`config.mk`:
```
export PLATFORM = sky130hd
export DESIGN_NAME = padd_result_buffer
export DESIGN_NICKNAME = d
export VERILOG_FILES = /design/src/rtl/padd_pkg.sv /design/src/rtl/padd_sync_fifo.sv /design/src/rtl/padd_result_buffer.sv
export SDC_FILE = /design/constraint.sdc
export NUM_CORES = 1
export LEC_CHECK = 0
export CELL_PAD_IN_SITES_DETAIL_PLACEMENT = 0
export CELL_PAD_IN_SITES_GLOBAL_PLACEMENT = 2
export CORE_MARGIN = 3
export CORE_UTILIZATION = 41
export CTS_BUF_LIST = sky130_fd_sc_hd__clkbuf_8
export DETAILED_ROUTE_END_ITERATION = 6
export PLACE_DENSITY_LB_ADDON = 0.1
export SLEW_MARGIN = 40
export SYNTH_ARGS = -nofsm -noshare
export SYNTH_HDL_FRONTEND = slang
export SYNTH_SLANG_ARGS = --single-unit
```
`constraint.sdc`:
```
create_clock -name clk -period 3.4 [get_ports clk]
set_clock_uncertainty 0.1 [all_clocks]
set_input_delay 0.68 -clock clk [delete_from_list [all_inputs] [get_ports clk]]
set_output_delay 0.68 -clock clk [all_outputs]
set_load 0.01 [all_outputs]
```
`src/rtl/padd_pkg.sv`:
```
// ---------------------------------------------------------------------------
// padd_pkg
// Shared definitions for the pipelined-adder result buffer.
//   - clog2()                : ceiling log2, usable in constant expressions
//   - PADD_WIDTH/PADD_DEPTH  : default adder width and result FIFO depth
//   - CR_W / PTR_W           : credit-counter and FIFO-pointer widths for the
//                              default geometry
//   - REC_W, REC_SUM_LSB,
//     REC_CARRY_BIT          : result record {carry, sum} layout
// Optional feature (see padd_result_buffer): PADD_OVF_COUNT_EN
// ---------------------------------------------------------------------------
package padd_pkg;

    localparam int PADD_WIDTH = 4;
    localparam int PADD_DEPTH = 8;

    // Smallest r with 2**r >= value (clog2(1) == 0).
    function automatic int clog2(input int value);
        int r;
        int v;
        r = 0;
        v = value - 1;
        while (v > 0) begin
            r = r + 1;
            v = v >> 1;
        end
        return r;
    endfunction

    // Credit counter spans 0..DEPTH inclusive, hence DEPTH+1 states.
    localparam int CR_W  = clog2(PADD_DEPTH + 1);
    localparam int PTR_W = clog2(PADD_DEPTH);

    // Result record: sum in the low bits, carry directly above it.
    localparam int REC_W         = PADD_WIDTH + 1;
    localparam int REC_SUM_LSB   = 0;
    localparam int REC_CARRY_BIT = PADD_WIDTH;

endpackage

```
`src/rtl/padd_sync_fifo.sv`:
```
// ---------------------------------------------------------------------------
// padd_sync_fifo
// Single-clock FIFO holding adder results. The head entry is presented
// combinationally on dout (no extra register after pop), so a newly pushed
// entry becomes visible the cycle after its push edge.
// Ports:
//   clk, rst   : clock, asynchronous active-high reset (pointers/count only)
//   push, din  : write din at the tail on a rising edge when push=1
//   pop        : retire the head on a rising edge when pop=1
//   dout       : current head entry (meaningful only while empty=0)
//   empty,full : occupancy flags
// Push while full and pop while empty are ignored, so the count can never
// leave 0..DEPTH even if a caller misbehaves.
// ---------------------------------------------------------------------------
module padd_sync_fifo
    import padd_pkg::*;
#(
    parameter int WIDTH = REC_W,
    parameter int DEPTH = PADD_DEPTH
) (
    input  logic             clk,
    input  logic             rst,
    input  logic             push,
    input  logic [WIDTH-1:0] din,
    input  logic             pop,
    output logic [WIDTH-1:0] dout,
    output logic             empty,
    output logic             full
);

    // Package widths describe the default geometry; other depths derive their own.
    localparam int PTR_BITS = (DEPTH == PADD_DEPTH) ? PTR_W : ((clog2(DEPTH) < 1) ? 1 : clog2(DEPTH));
    localparam int CNT_BITS = (DEPTH == PADD_DEPTH) ? CR_W  : clog2(DEPTH + 1);

    logic [WIDTH-1:0]    mem [DEPTH];
    logic [PTR_BITS-1:0] wr_ptr_q, wr_ptr_d;
    logic [PTR_BITS-1:0] rd_ptr_q, rd_ptr_d;
    logic [CNT_BITS-1:0] count_q, count_d;
    logic                push_ok;
    logic                pop_ok;

    // Pointers wrap modulo DEPTH, which need not be a power of two.
    function automatic logic [PTR_BITS-1:0] ptr_inc(input logic [PTR_BITS-1:0] p);
        if (p == PTR_BITS'(DEPTH - 1)) begin
            return '0;
        end
        return p + 1'b1;
    endfunction

    assign empty   = (count_q == '0);
    assign full    = (count_q == CNT_BITS'(DEPTH));
    assign push_ok = push & ~full;
    assign pop_ok  = pop & ~empty;
    assign dout    = mem[rd_ptr_q];

    always_comb begin
        wr_ptr_d = wr_ptr_q;
        rd_ptr_d = rd_ptr_q;
        count_d  = count_q;
        if (push_ok) begin
            wr_ptr_d = ptr_inc(wr_ptr_q);
        end
        if (pop_ok) begin
            rd_ptr_d = ptr_inc(rd_ptr_q);
        end
        // Simultaneous push and pop leaves the occupancy unchanged.
        case ({push_ok, pop_ok})
            2'b10:   count_d = count_q + 1'b1;
            2'b01:   count_d = count_q - 1'b1;
            default: count_d = count_q;
        endcase
    end

    always_ff @(posedge clk or posedge rst) begin
        if (rst) begin
            wr_ptr_q <= '0;
            rd_ptr_q <= '0;
            count_q  <= '0;
        end else begin
            wr_ptr_q <= wr_ptr_d;
            rd_ptr_q <= rd_ptr_d;
            count_q  <= count_d;
        end
    end

    // Storage carries no reset so it can map onto distributed/block RAM.
    always_ff @(posedge clk) begin
        if (push_ok) begin
            mem[wr_ptr_q] <= din;
        end
    end

endmodule

```
`src/rtl/padd_result_buffer.sv`:
```
// ---------------------------------------------------------------------------
// padd_result_buffer
// Companion of a fully pipelined WIDTH-bit ripple adder that has no valid,
// stall or reset. A valid token travels alongside each issued operand; when
// it reaches the end of the delay line the adder outputs are captured into
// a result FIFO. Operand issue is gated by a credit count so every result
// emerging from the adder finds a free FIFO slot.
// Ports:
//   clk, rst             : clock, asynchronous active-high reset
//   in_valid / in_ready  : operand issue handshake (issue = in_valid & in_ready)
//   add_s, add_c         : adder sum / carry outputs
//   out_valid/out_ready  : result handshake; out_sum/out_carry hold the head
//   ovf_count            : number of popped results with carry=1
// Optional feature: define PADD_OVF_COUNT_EN to build the saturating
// ovf_count counter; otherwise ovf_count is tied to zero.
// ---------------------------------------------------------------------------
module padd_result_buffer
    import padd_pkg::*;
#(
    parameter int WIDTH = PADD_WIDTH,
    parameter int DEPTH = PADD_DEPTH
) (
    input  logic             clk,
    input  logic             rst,
    input  logic             in_valid,
    output logic             in_ready,
    input  logic [WIDTH-1:0] add_s,
    input  logic             add_c,
    output logic             out_valid,
    input  logic             out_ready,
    output logic [WIDTH-1:0] out_sum,
    output logic             out_carry,
    output logic [15:0]      ovf_count
);

    localparam int CNT_BITS  = (DEPTH == PADD_DEPTH) ? CR_W : clog2(DEPTH + 1);
    localparam int REC_BITS  = (WIDTH == PADD_WIDTH) ? REC_W : WIDTH + 1;
    localparam int CARRY_POS = (WIDTH == PADD_WIDTH) ? REC_CARRY_BIT : WIDTH;

    logic                issue;
    logic                push;
    logic                pop;
    logic [WIDTH-1:0]    vld_q, vld_d;
    logic [CNT_BITS-1:0] cr_q, cr_d;
    logic [REC_BITS-1:0] rec_in;
    logic [REC_BITS-1:0] rec_head;
    logic                fifo_empty;
    // The credit scheme guarantees no push ever meets a full FIFO, so the
    // flag has no consumer here.
    logic                fifo_full_unused;

    assign in_ready = (cr_q != '0);
    assign issue    = in_valid & in_ready;
    assign push     = vld_q[WIDTH-1];
    assign pop      = out_valid & out_ready;

    // Token delay line matched to the adder latency: vld_q[WIDTH-1] is high
    // exactly while add_s/add_c belong to an issued operand.
    always_comb begin
        vld_d    = '0;
        vld_d[0] = issue;
        for (int k = 1; k < WIDTH; k++) begin
            vld_d[k] = vld_q[k-1];
        end
    end

    // A credit leaves on issue and returns on pop, so
    // credits + in-flight tokens + FIFO occupancy is always DEPTH.
    always_comb begin
        case ({issue, pop})
            2'b10:   cr_d = cr_q - 1'b1;
            2'b01:   cr_d = cr_q + 1'b1;
            default: cr_d = cr_q;
        endcase
    end

    always_ff @(posedge clk or posedge rst) begin
        if (rst) begin
            vld_q <= '0;
            cr_q  <= CNT_BITS'(DEPTH);
        end else begin
            vld_q <= vld_d;
            cr_q  <= cr_d;
        end
    end

    always_comb begin
        rec_in                         = '0;
        rec_in[REC_SUM_LSB +: WIDTH]   = add_s;
        rec_in[CARRY_POS]              = add_c;
    end

    padd_sync_fifo #(
        .WIDTH (REC_BITS),
        .DEPTH (DEPTH)
    ) u_fifo (
        .clk   (clk),
        .rst   (rst),
        .push  (push),
        .din   (rec_in),
        .pop   (pop),
        .dout  (rec_head),
        .empty (fifo_empty),
        .full  (fifo_full_unused)
    );

    assign out_valid = ~fifo_empty;
    // Mask the head while empty so the outputs read zero after reset rather
    // than whatever the unreset storage holds.
    assign out_sum   = out_valid ? rec_head[REC_SUM_LSB +: WIDTH] : '0;
    assign out_carry = out_valid & rec_head[CARRY_POS];

`ifdef PADD_OVF_COUNT_EN
    logic [15:0] ovf_q, ovf_d;

    always_comb begin
        ovf_d = ovf_q;
        if (pop && out_carry && (ovf_q != 16'hFFFF)) begin
            ovf_d = ovf_q + 16'd1;
        end
    end

    always_ff @(posedge clk or posedge rst) begin
        if (rst) begin
            ovf_q <= '0;
        end else begin
            ovf_q <= ovf_d;
        end
    end

    assign ovf_count = ovf_q;
`else
    assign ovf_count = 16'h0000;
`endif

endmodule
```
==> impl_metrics.env, run 1 <==
export IMPL_gp_congestion=0.7652
export IMPL_cts_sinks=58
export IMPL_wire_per_inst_um=16.35
export IMPL_synth_top_family_by_area="multiplexers"
export IMPL_final_max_slew_violation_count=0
export IMPL_worstSkewPairLatency_ps=330
export IMPL_muxShareOfSynthArea_pct=12.90
export IMPL_ant_nets=0
export IMPL_holdBufCountCts=0
export IMPL_critical_path_class="flip-flop to flip-flop"
export IMPL_die_x_um=86.51
export IMPL_ir_worst_vdd_uv=375.3
export IMPL_wirelength_um=4563
export IMPL_core_area_um2=6096
export IMPL_period_needed_ps=3052
export IMPL_dpl_instance_area_um2=2856
export IMPL_final_area_um2=3108
export IMPL_synthCells=173
export IMPL_grt_ovfl_total=0
export IMPL_cts_tree="built"
export IMPL_p_leak_nw=1.171
export IMPL_hpwl_um=3216
export IMPL_cts_resized=0
export IMPL_required_ps=3550
export IMPL_ys_ff_latch=58
export IMPL_rrSetupSlack_ps=350
export IMPL_grt_pass1_wl_um=7790
export IMPL_crit_fanout=5
export IMPL_drc_errors=0
export IMPL_synth_warnings=0
export IMPL_yosys_area_share_simple_pct=7.533
export IMPL_drt_initial_drc_count=72
export IMPL_drive_gt1_share_pct=22.06
export IMPL_drv_cap=0
export IMPL_grt_max_degree=19
export IMPL_antenna_found_initial=0
export IMPL_cts_buffer_depth=2
export IMPL_synth_yosys_seq_area_share_pct=62.19
export IMPL_n_fill_cell=539
export IMPL_p_total_w=0.002856
export IMPL_rows=28
export IMPL_drtPass1Iterations=4
export IMPL_rsz0062_at_grt="false"
export IMPL_worst_slew_pin_slew_ps=665.3
export IMPL_nNetsFinal=219
export IMPL_synth_compound_area_share_pct=3.531
export IMPL_finalWorstSetupSlack_ps=347.9
export IMPL_clk_pin_slew_ps=70
export IMPL_topRoutingLayerUsed="met4"
export IMPL_n_antenna_cell=0
export IMPL_hp_class="flip-flop to flip-flop"
export IMPL_syn_area_per_cell_um2=15.36
export IMPL_tns_ps=0
export IMPL_die_area_um2=7484
export IMPL_finalSetupViolCount=0
export IMPL_portBuffers=15
export IMPL_numCtsBuffers=9
export IMPL_synth_cell_types=35
export IMPL_crit_path_end_kind="flip-flop"
export IMPL_critPathLaunchType="flip-flop"
export IMPL_die_y_um=86.51
export IMPL_relSlewSlack_pct=55.37
export IMPL_syn_area_um2=2658
export IMPL_yosys_area_share_xor_xnor_pct=2.307
export IMPL_synthAdderAreaFrac_pct=5.461
export IMPL_detailedPlace_worstSlack_ps=213.7
export IMPL_grt_use_total_pct=14.11
export IMPL_cts_setup_buffers=0
export IMPL_dr_wl_met2_um=2275
export IMPL_initial_core_util_pct=43.60
export IMPL_num_vias=1405
export IMPL_fin_crit_sh_pct=89.77
export IMPL_postLayoutCoreUtil_pct=50.99
export IMPL_pin_count=32
export IMPL_status="finished, final reports clean"
export IMPL_viasPerCell=5.036
export IMPL_hold_viol=0
export IMPL_area_growth_pct=16.95
export IMPL_worstPathArrival_ps=3210
export IMPL_root_buffer="clkbuf_8"
export IMPL_power_density_nw_per_um2=918.9
export IMPL_grt_pass1_vias=1525
export IMPL_max_freq_ghz=0.3276
export IMPL_met1Wirelength_um=2025
export IMPL_htree_levels=3
export IMPL_wl_met3_um=204
-- Yosys cell counts --
| cell type | count | share of area [%] |
|---|---|---|
| edfxtp_1 | 40 | 45 |
| buf_4 | 17 | 4.8 |
| dfrtp_1 | 17 | 16 |
| nor2_1 | 11 | 1.6 |
| ha_1 | 10 | 4.7 |
| mux4_2 | 10 | 8.5 |
| nor3_1 | 7 | 1.3 |
| mux2_2 | 6 | 2.5 |
| mux2i_1 | 5 | 1.9 |
| nand2_1 | 5 | 0.71 |
| inv_1 | 4 | 0.56 |
| xor2_1 | 4 | 1.3 |
| a21oi_1 | 3 | 0.56 |
| clkbuf_1 | 3 | 0.42 |
| nand2b_1 | 3 | 0.71 |
| xnor2_1 | 3 | 0.99 |
| a21o_1 | 2 | 0.56 |
| a31oi_1 | 2 | 0.47 |
| nand2_2 | 2 | 0.47 |
| nor2b_1 | 2 | 0.47 |
| nor4_1 | 2 | 0.47 |
| o21ai_0 | 2 | 0.38 |
| a2111oi_2 | 1 | 0.56 |
| a21boi_0 | 1 | 0.28 |
| a221o_1 | 1 | 0.38 |
| and2b_1 | 1 | 0.28 |
| conb_1 | 1 | 0.14 |
| dfstp_2 | 1 | 0.99 |
| fa_1 | 1 | 0.75 |
| inv_2 | 1 | 0.14 |
| nand3_1 | 1 | 0.19 |
| nor4_4 | 1 | 0.80 |
| o32ai_1 | 1 | 0.33 |
| or3_1 | 1 | 0.24 |
| or4_2 | 1 | 0.33 |
-- final cells by class --
| cell class | instances | area [µm²] | area share, % |
|---|---|---|---|
| clock inverters | 7 | 117.6 | 3.784 |
| repair buffers | 20 | 187.7 | 6.039 |
| inverters | 5 | 18.77 | 0.6039 |
| well taps | 75 | 93.84 | 3.019 |
| clock buffers | 9 | 123.9 | 3.986 |
| flip-flops and latches | 58 | 1653 | 53.18 |
| multi-input cells | 105 | 913.4 | 29.39 |
-- sequential cells by signal, summed over array words and instances (netlist names) --
name	flops
u_fifo.rd_ptr_q	3
vld_q	4
u_fifo.wr_ptr_q	3
cr_q	4
u_fifo.count_q	4
u_fifo.mem	40
-- layer usage --
metal,vias to the layer above,GRT usage [%]
met4,0,5.524
met2,30,21.70
met5,-,0
met3,6,4.278
met1,700,18.85
li1,669,-
-- metrics by stage --
stage / std cells / hold slack, ps
after floorplan: 188 / 231.2
after global placement: 263 / 236.8
after detailed placement: 263 / 238.7
after CTS: 279 / 254.1
after global routing: 279 / 271.1
final: 279 / 250.7
-- power by group --
group          total [W]  internal [W]  switching [W]
Sequential       0.00112      0.000939       0.000186
Clock           0.000752      0.000485       0.000267
Combinational   0.000979      0.000531       0.000448
Total            0.00286       0.00196       0.000901
-- path summary, 6_finish.rpt --
| path | endpoint | start | depth (start not counted) |
|---|---|---|---|
| worst min register to register | vld_q[3] | vld_q[2] | 0 |
| max in group asynchronous | cr_q[3] | rst | 2 |
| worst max register to register | cr_q[3] | cr_q[1] | 9 |
| worst min-delay path | vld_q[3] | vld_q[2] | 0 |
| min in group asynchronous | u_fifo.count_q[1] | rst | 2 |
| worst max-delay path | cr_q[3] | cr_q[1] | 9 |
-- worst max-delay path, stage by stage (launching register included) --
cell and delay, ps:
dfrtp_1 420, or4_2 670, nand2_1 130, ha_1 230, inv_1 130, ha_1 300, a21o_1 190, a2111oi_2 380
a31oi_1 90, a221o_1 330
-- cells in the final DEF, fill, tap and decap left out, types with 2 or more instances in the layout --
| master | n |
|---|---|
| nor3_1 | 5 |
| nor2b_1 | 2 |
| clkdlybuf4s50_1 | 15 |
| nor4_1 | 2 |
| a21oi_1 | 3 |
| mux2i_1 | 5 |
| xnor2_1 | 3 |
| mux4_2 | 10 |
| inv_1 | 3 |
| bufinv_16 | 3 |
| nand2_1 | 5 |
| a21o_1 | 2 |
| nor2_1 | 11 |
| clkinvlp_4 | 2 |
| o21ai_0 | 2 |
| ha_1 | 10 |
| clkbuf_8 | 9 |
| mux2_2 | 6 |
| nand2b_1 | 3 |
| conb_1 | 16 |
| xor2_1 | 4 |
| nand2_2 | 2 |
| edfxtp_1 | 40 |
| clkinv_1 | 2 |
| dfrtp_1 | 17 |
| a31oi_1 | 2 |
| nor3_2 | 2 |
| buf_4 | 5 |
-- cells by family (layout without fill, tap and decap cells) --
kind of cell | count (synthesis) | in the layout
compound gates | 13 | 13
xor+xnor | 7 | 7
fa+ha+maj | 11 | 11
buf+inv | 25 | 41
flops | 58 | 58
mux | 21 | 21
other cells | 1 | 16
simple gates | 37 | 37
(Power assumes the default switching activity.)
==> run 2: changes to the inputs <==
- SLEW_MARGIN: 40 -> unset
==> run 2 against run 1 <==
Global-route usage unchanged. Via count up 0.14%. Sequential power about the same. Design area down 0.32%. Largest cell class unchanged. Highest routed layer unchanged. Combinational power down 0.4%. First-iteration DRC count down 5.6%.
==> impl_metrics.env, run 2 (synthesized netlist as in run 1, its figures left out) <==
export IMPL_wirelength_um=4558
export IMPL_hp_class="flip-flop to flip-flop"
export IMPL_grt_pass1_vias=1525
export IMPL_drc_errors=0
export IMPL_p_leak_nw=1.173
export IMPL_critPathLaunchType="flip-flop"
export IMPL_tns_ps=0
export IMPL_cp_buffers_inverters=1
export IMPL_worstPathArrival_ps=3210
export IMPL_die_x_um=86.51
export IMPL_crit_path_frequent_cell="ha_1"
export IMPL_cts_setup_buffers=0
export IMPL_drive_gt1_share_pct=21.08
export IMPL_path_depth=9
export IMPL_grt_pass1_wl_um=7790
export IMPL_initial_core_util_pct=43.60
export IMPL_grt_ovfl_total=0
export IMPL_p_sw_w=0.0008967
export IMPL_n_antenna_cell=0
export IMPL_hpwl_um=3216
export IMPL_n_fill_cell=539
export IMPL_top_register="u_fifo.mem"
export IMPL_worst_slew_pin_slew_ps=821.1
export IMPL_nNetsFinal=219
export IMPL_relSlewSlack_pct=44.84
export IMPL_cts_sinks=58
export IMPL_required_ps=3550
export IMPL_rows=28
export IMPL_num_vias=1407
export IMPL_crit_path_end_kind="flip-flop"
export IMPL_antenna_found_initial=0
export IMPL_portBuffers=15
export IMPL_viasPerCell=5.043
export IMPL_layout_common_cells="edfxtp_1 (40), dfrtp_1 (17), conb_1 (16), clkdlybuf4s50_1 (15), nor2_1 (11)"
export IMPL_grt_use_total_pct=14.11
export IMPL_cp_slowest_cell="or4_2"
export IMPL_status="finished, final reports clean"
export IMPL_cts_tree="built"
export IMPL_critical_path_class="flip-flop to flip-flop"
export IMPL_wire_per_inst_um=16.34
export IMPL_crit_fanout=5
export IMPL_area_growth_pct=16.57
export IMPL_drtPass1Iterations=4
export IMPL_drv_cap=0
export IMPL_reg2reg_from="cr_q[1]"
export IMPL_power_frac_clock_pct=26.4
export IMPL_timing_critical_path_to="cr_q[3]"
export IMPL_hold_viol=0
export IMPL_finalWorstSetupSlack_ps=348.0
export IMPL_pin_count=32
export IMPL_p_sw_share_pct=31.46
export IMPL_worstSkewPairLatency_ps=330
export IMPL_critical_path_top_delay_family="compound AO/OA/AOI/OAI gates"
export IMPL_r2r_end="cr_q[3]"
export IMPL_cts_buffer_depth=2
export IMPL_holdWs_ps=250.5
export IMPL_reg2reg_depth=9
export IMPL_multi_input_area_um2=903.4
export IMPL_root_buffer="clkbuf_8"
export IMPL_final_max_slew_violation_count=0
export IMPL_power_frac_comb_pct=34.2
export IMPL_die_y_um=86.51
export IMPL_p_int_w=0.001954
export IMPL_period_needed_ps=3052
export IMPL_cts_resized=0
export IMPL_numCtsBuffers=9
export IMPL_layout_commonest_cell="edfxtp_1"
export IMPL_max_freq_ghz=0.3277
export IMPL_critPathMaxStageDelay_ps=670
export IMPL_largest_reg_flops=40
export IMPL_gp_congestion=0.7652
export IMPL_ant_nets=0
export IMPL_rrSetupSlack_ps=350
export IMPL_clk_pin_slew_ps=70
export IMPL_detailedPlace_worstSlack_ps=213.7
export IMPL_finalSetupViolCount=0
export IMPL_ir_worst_vdd_uv=372.3
export IMPL_drt_initial_drc_count=68
export IMPL_path_cells="or4_2, nand2_1, ha_1, inv_1, ha_1, a21o_1, a2111oi_2, a31oi_1, a221o_1"
export IMPL_power_density_nw_per_um2=920.1
export IMPL_grt_max_degree=19
export IMPL_htree_levels=3
export IMPL_seqPwrFrac_pct=39.4
export IMPL_fin_crit_sh_pct=89.77
export IMPL_core_area_um2=6096
export IMPL_holdBufCountCts=0
export IMPL_die_area_um2=7484
export IMPL_crit_start="cr_q[1]"
export IMPL_ff_latch_area_um2=1653
export IMPL_rsz0062_at_grt="false"
## run 2: cell types whose count changed in the layout (fill, tap and decap cells not counted)
cell	change
inv_1	+1
clkinv_1	-1
nor3_1	+2
nor3_2	-2
## run 2: worst min-delay path by stage
stage,end,slack (ps),start,cells past startpoint
final,vld_q[3],250,vld_q[2],0
after global routing,vld_q[2],270,vld_q[1],0
after CTS,vld_q[3],250,vld_q[2],0
after detailed placement,vld_q[3],240,vld_q[2],0
after global placement,vld_q[3],240,vld_q[2],0
after floorplan,vld_q[1],230,vld_q[0],0
## run 2: area by class of cell
cell class,count,share of cell area [%]
Tap cell,75,3.029
Inverter,5,0.6058
Multi-Input combinational cell,105,29.16
Clock inverter,7,3.796
Timing Repair Buffer,20,6.058
Sequential cell,58,53.35
Clock buffer,9,3.998
## run 2: stage by stage
stage	total power [W]	util, %	instances	cell area (µm²)
6_report	0.002850	50.82	279	3098
5_1_grt	0.003056	50.82	279	3098
4_1_cts	0.002893	50.82	279	3098
3_5_place_dp	0.002129	46.86	263	2856
3_3_place_gp	0.002083	46.86	263	2856
2_1_floorplan	0.001799	-	188	2714
## run 2: per-layer routing
| layer | up-vias | share of wire (%) | GRT usage, % | routed length, µm |
|---|---|---|---|---|
| li1 | 669 | - | - | - |
| met1 | 700 | 44 | 18.85 | 2011 |
| met2 | 30 | 50 | 21.70 | 2281 |
| met3 | 8 | 4.4 | 4.278 | 199 |
| met4 | 0 | 1.4 | 5.524 | 65 |
| met5 | - | 0 | 0 | 0 |
## run 2: worst reg2reg max path, delay by kind of cell (launching register included)
kind / cells / cell delay, ps
and+or+nand+nor: 2 / 800
adders and majority gates: 2 / 530
AOI/OAI and AO/OA: 4 / 990
DFF: 1 / 420
buffers and inverters: 1 / 130
## run 2: power groups by stage
stage | Sequential [W] | Clock [W] | Combinational (W)
detailed placement | 0.00114 | 0 | 0.000991
CTS | 0.00112 | 0.000774 | 0.000995
finish | 0.00112 | 0.000753 | 0.000975
global route | 0.00115 | 0.000805 | 0.00110
global placement | 0.00113 | 0 | 0.000955
floorplan | 0.00107 | 0 | 0.000734
==> run 3: changes to the inputs <==
- CORE_ASPECT_RATIO: unset -> 0.6
==> run 3 against run 2 <==
Sequential power about the same. Combinational power grew 1%. Critical path depth stayed put. Count of clock-buffer cells in the layout stayed put. Clock power is 13% lower. Largest cell class unchanged.
==> impl_metrics.env, run 3 (synthesized netlist as in run 1, its figures left out) <==
export IMPL_busiest_layer="met1"
export IMPL_cts_tree="built"
export IMPL_pin_count=32
export IMPL_nNetsFinal=220
export IMPL_tns_ps=0
export IMPL_cts_buffer_depth=2
export IMPL_period_needed_ps=3005
export IMPL_grt_use_total_pct=14.60
export IMPL_finalWorstSetupSlack_ps=395.3
export IMPL_drc_errors=0
export IMPL_relSlewSlack_pct=44.70
export IMPL_antenna_found_initial=0
export IMPL_wirelength_um=4699
export IMPL_portBuffers=15
export IMPL_p_leak_nw=1.172
export IMPL_use_met1_pct=21.68
export IMPL_cp_buffers_inverters=1
export IMPL_status="finished, final reports clean"
export IMPL_initial_core_util_pct=42.91
export IMPL_layout_commonest_cell="edfxtp_1"
export IMPL_num_vias=1394
export IMPL_fin_crit_sh_pct=88.37
export IMPL_place_inst=273
export IMPL_drt_initial_drc_count=65
export IMPL_path_cells="or4_2, nand2_1, ha_1, inv_1, ha_1, a21o_1, a2111oi_2, a31oi_1, a221o_1"
export IMPL_rows=22
export IMPL_holdBufCountCts=0
export IMPL_largest_reg_flops=40
export IMPL_hpwl_um=3413
export IMPL_final_max_slew_violation_count=0
export IMPL_drtPass1Iterations=5
export IMPL_critical_path_class="flip-flop to flip-flop"
export IMPL_required_ps=3550
export IMPL_area_growth_pct=16.05
export IMPL_die_x_um=109.9
export IMPL_wire_per_inst_um=16.26
export IMPL_htree_levels=3
export IMPL_critPathLaunchType="flip-flop"
export IMPL_layout_common_cells="edfxtp_1 (40), dfrtp_1 (17), conb_1 (16), clkdlybuf4s50_1 (15), nor2_1 (11)"
export IMPL_cp_slowest_cell="or4_2"
export IMPL_finalSetupViolCount=0
export IMPL_crit_path_frequent_cell="ha_1"
export IMPL_detailedPlace_worstSlack_ps=220.2
export IMPL_clk_pin_slew_ps=70
export IMPL_fin_cells=289
export IMPL_worst_slew_pin_slew_ps=823.2
export IMPL_drive_gt1_share_pct=20.98
export IMPL_met3_usage_pct=5.467
export IMPL_met2_usage_pct=19.79
export IMPL_root_buffer="clkbuf_8"
export IMPL_hold_viol=0
export IMPL_gp_congestion=0.7146
export IMPL_critical_path_top_delay_family="compound AO/OA/AOI/OAI gates"
export IMPL_n_antenna_cell=0
export IMPL_postLayoutCoreUtil_pct=49.80
export IMPL_cts_sinks=58
export IMPL_top_register="u_fifo.mem"
export IMPL_worstSkewPairLatency_ps=330
export IMPL_ir_worst_vdd_uv=354.4
export IMPL_grt_max_degree=19
export IMPL_rsz0062_at_grt="false"
export IMPL_die_y_um=68.36
export IMPL_core_area_um2=6193
export IMPL_crit_path_end_kind="flip-flop"
export IMPL_grt_ovfl_total=0
export IMPL_drv_cap=0
export IMPL_die_area_um2=7515
export IMPL_cts_setup_buffers=0
export IMPL_crit_fanout=5
export IMPL_max_freq_ghz=0.3328
export IMPL_grt_pass1_wl_um=7603
export IMPL_worstPathArrival_ps=3160
export IMPL_viasPerCell=4.824
export IMPL_hp_class="flip-flop to flip-flop"
export IMPL_ant_nets=0
export IMPL_power_density_nw_per_um2=899.5
export IMPL_grt_pass1_vias=1361
export IMPL_p_total_w=0.002774
export IMPL_critPathMaxStageDelay_ps=670
export IMPL_numCtsBuffers=9
export IMPL_cts_resized=0
## run 3: where the power goes
part / switching [W] / internal [W] / leakage, nW / total, W
Sequential: 0.000192 / 0.000940 / 0.575 / 0.00113
Clock: 0.000251 / 0.000404 / 0.108 / 0.000655
Combinational: 0.000450 / 0.000538 / 0.490 / 0.000988
## run 3: worst paths after layout
path / from / endpoint / slack [ps] / cells past startpoint
min in group asynchronous: rst / u_fifo.count_q[1] / 660 / 2
max in group asynchronous: rst / u_fifo.rd_ptr_q[1] / 2080 / 2
worst max-delay path: cr_q[1] / cr_q[3] / 400 / 9
worst max register to register: cr_q[1] / cr_q[3] / 400 / 9
worst min-delay path: vld_q[1] / vld_q[2] / 250 / 0
worst min register to register: vld_q[1] / vld_q[2] / 250 / 0
## run 3: per-layer routing
metal	part of all wire, %	wire length [µm]
met5	0	0
met3	4.9	231
met2	43	2024
met4	0.77	36
met1	51	2407
## run 3: stage by stage
step	hold WS [ps]	area, µm²
final	249.3	3084
after global routing	267.2	3084
after CTS	243.6	3084
after detailed placement	236.3	2875
after global placement	238.2	2875
after floorplan	231.2	2714
## run 3: worst register-to-register path, stage by stage (launching register included)
cell and delay, ps:
dfrtp_1 420, or4_2 670, nand2_1 130, ha_1 220, inv_1 120, ha_1 290, a21o_1 200, a2111oi_2 390
a31oi_1 80, a221o_1 320
## run 3: layout make-up
type                    instances  area [µm²]
inverters                       5       18.77
well taps                      84       105.1
multi-input cells             105       903.4
clock inverters                 7       85.08
fillers                       539        3109
flip-flops and latches         58        1653
clock buffers                   9       123.9
repair buffers                 21       195.2
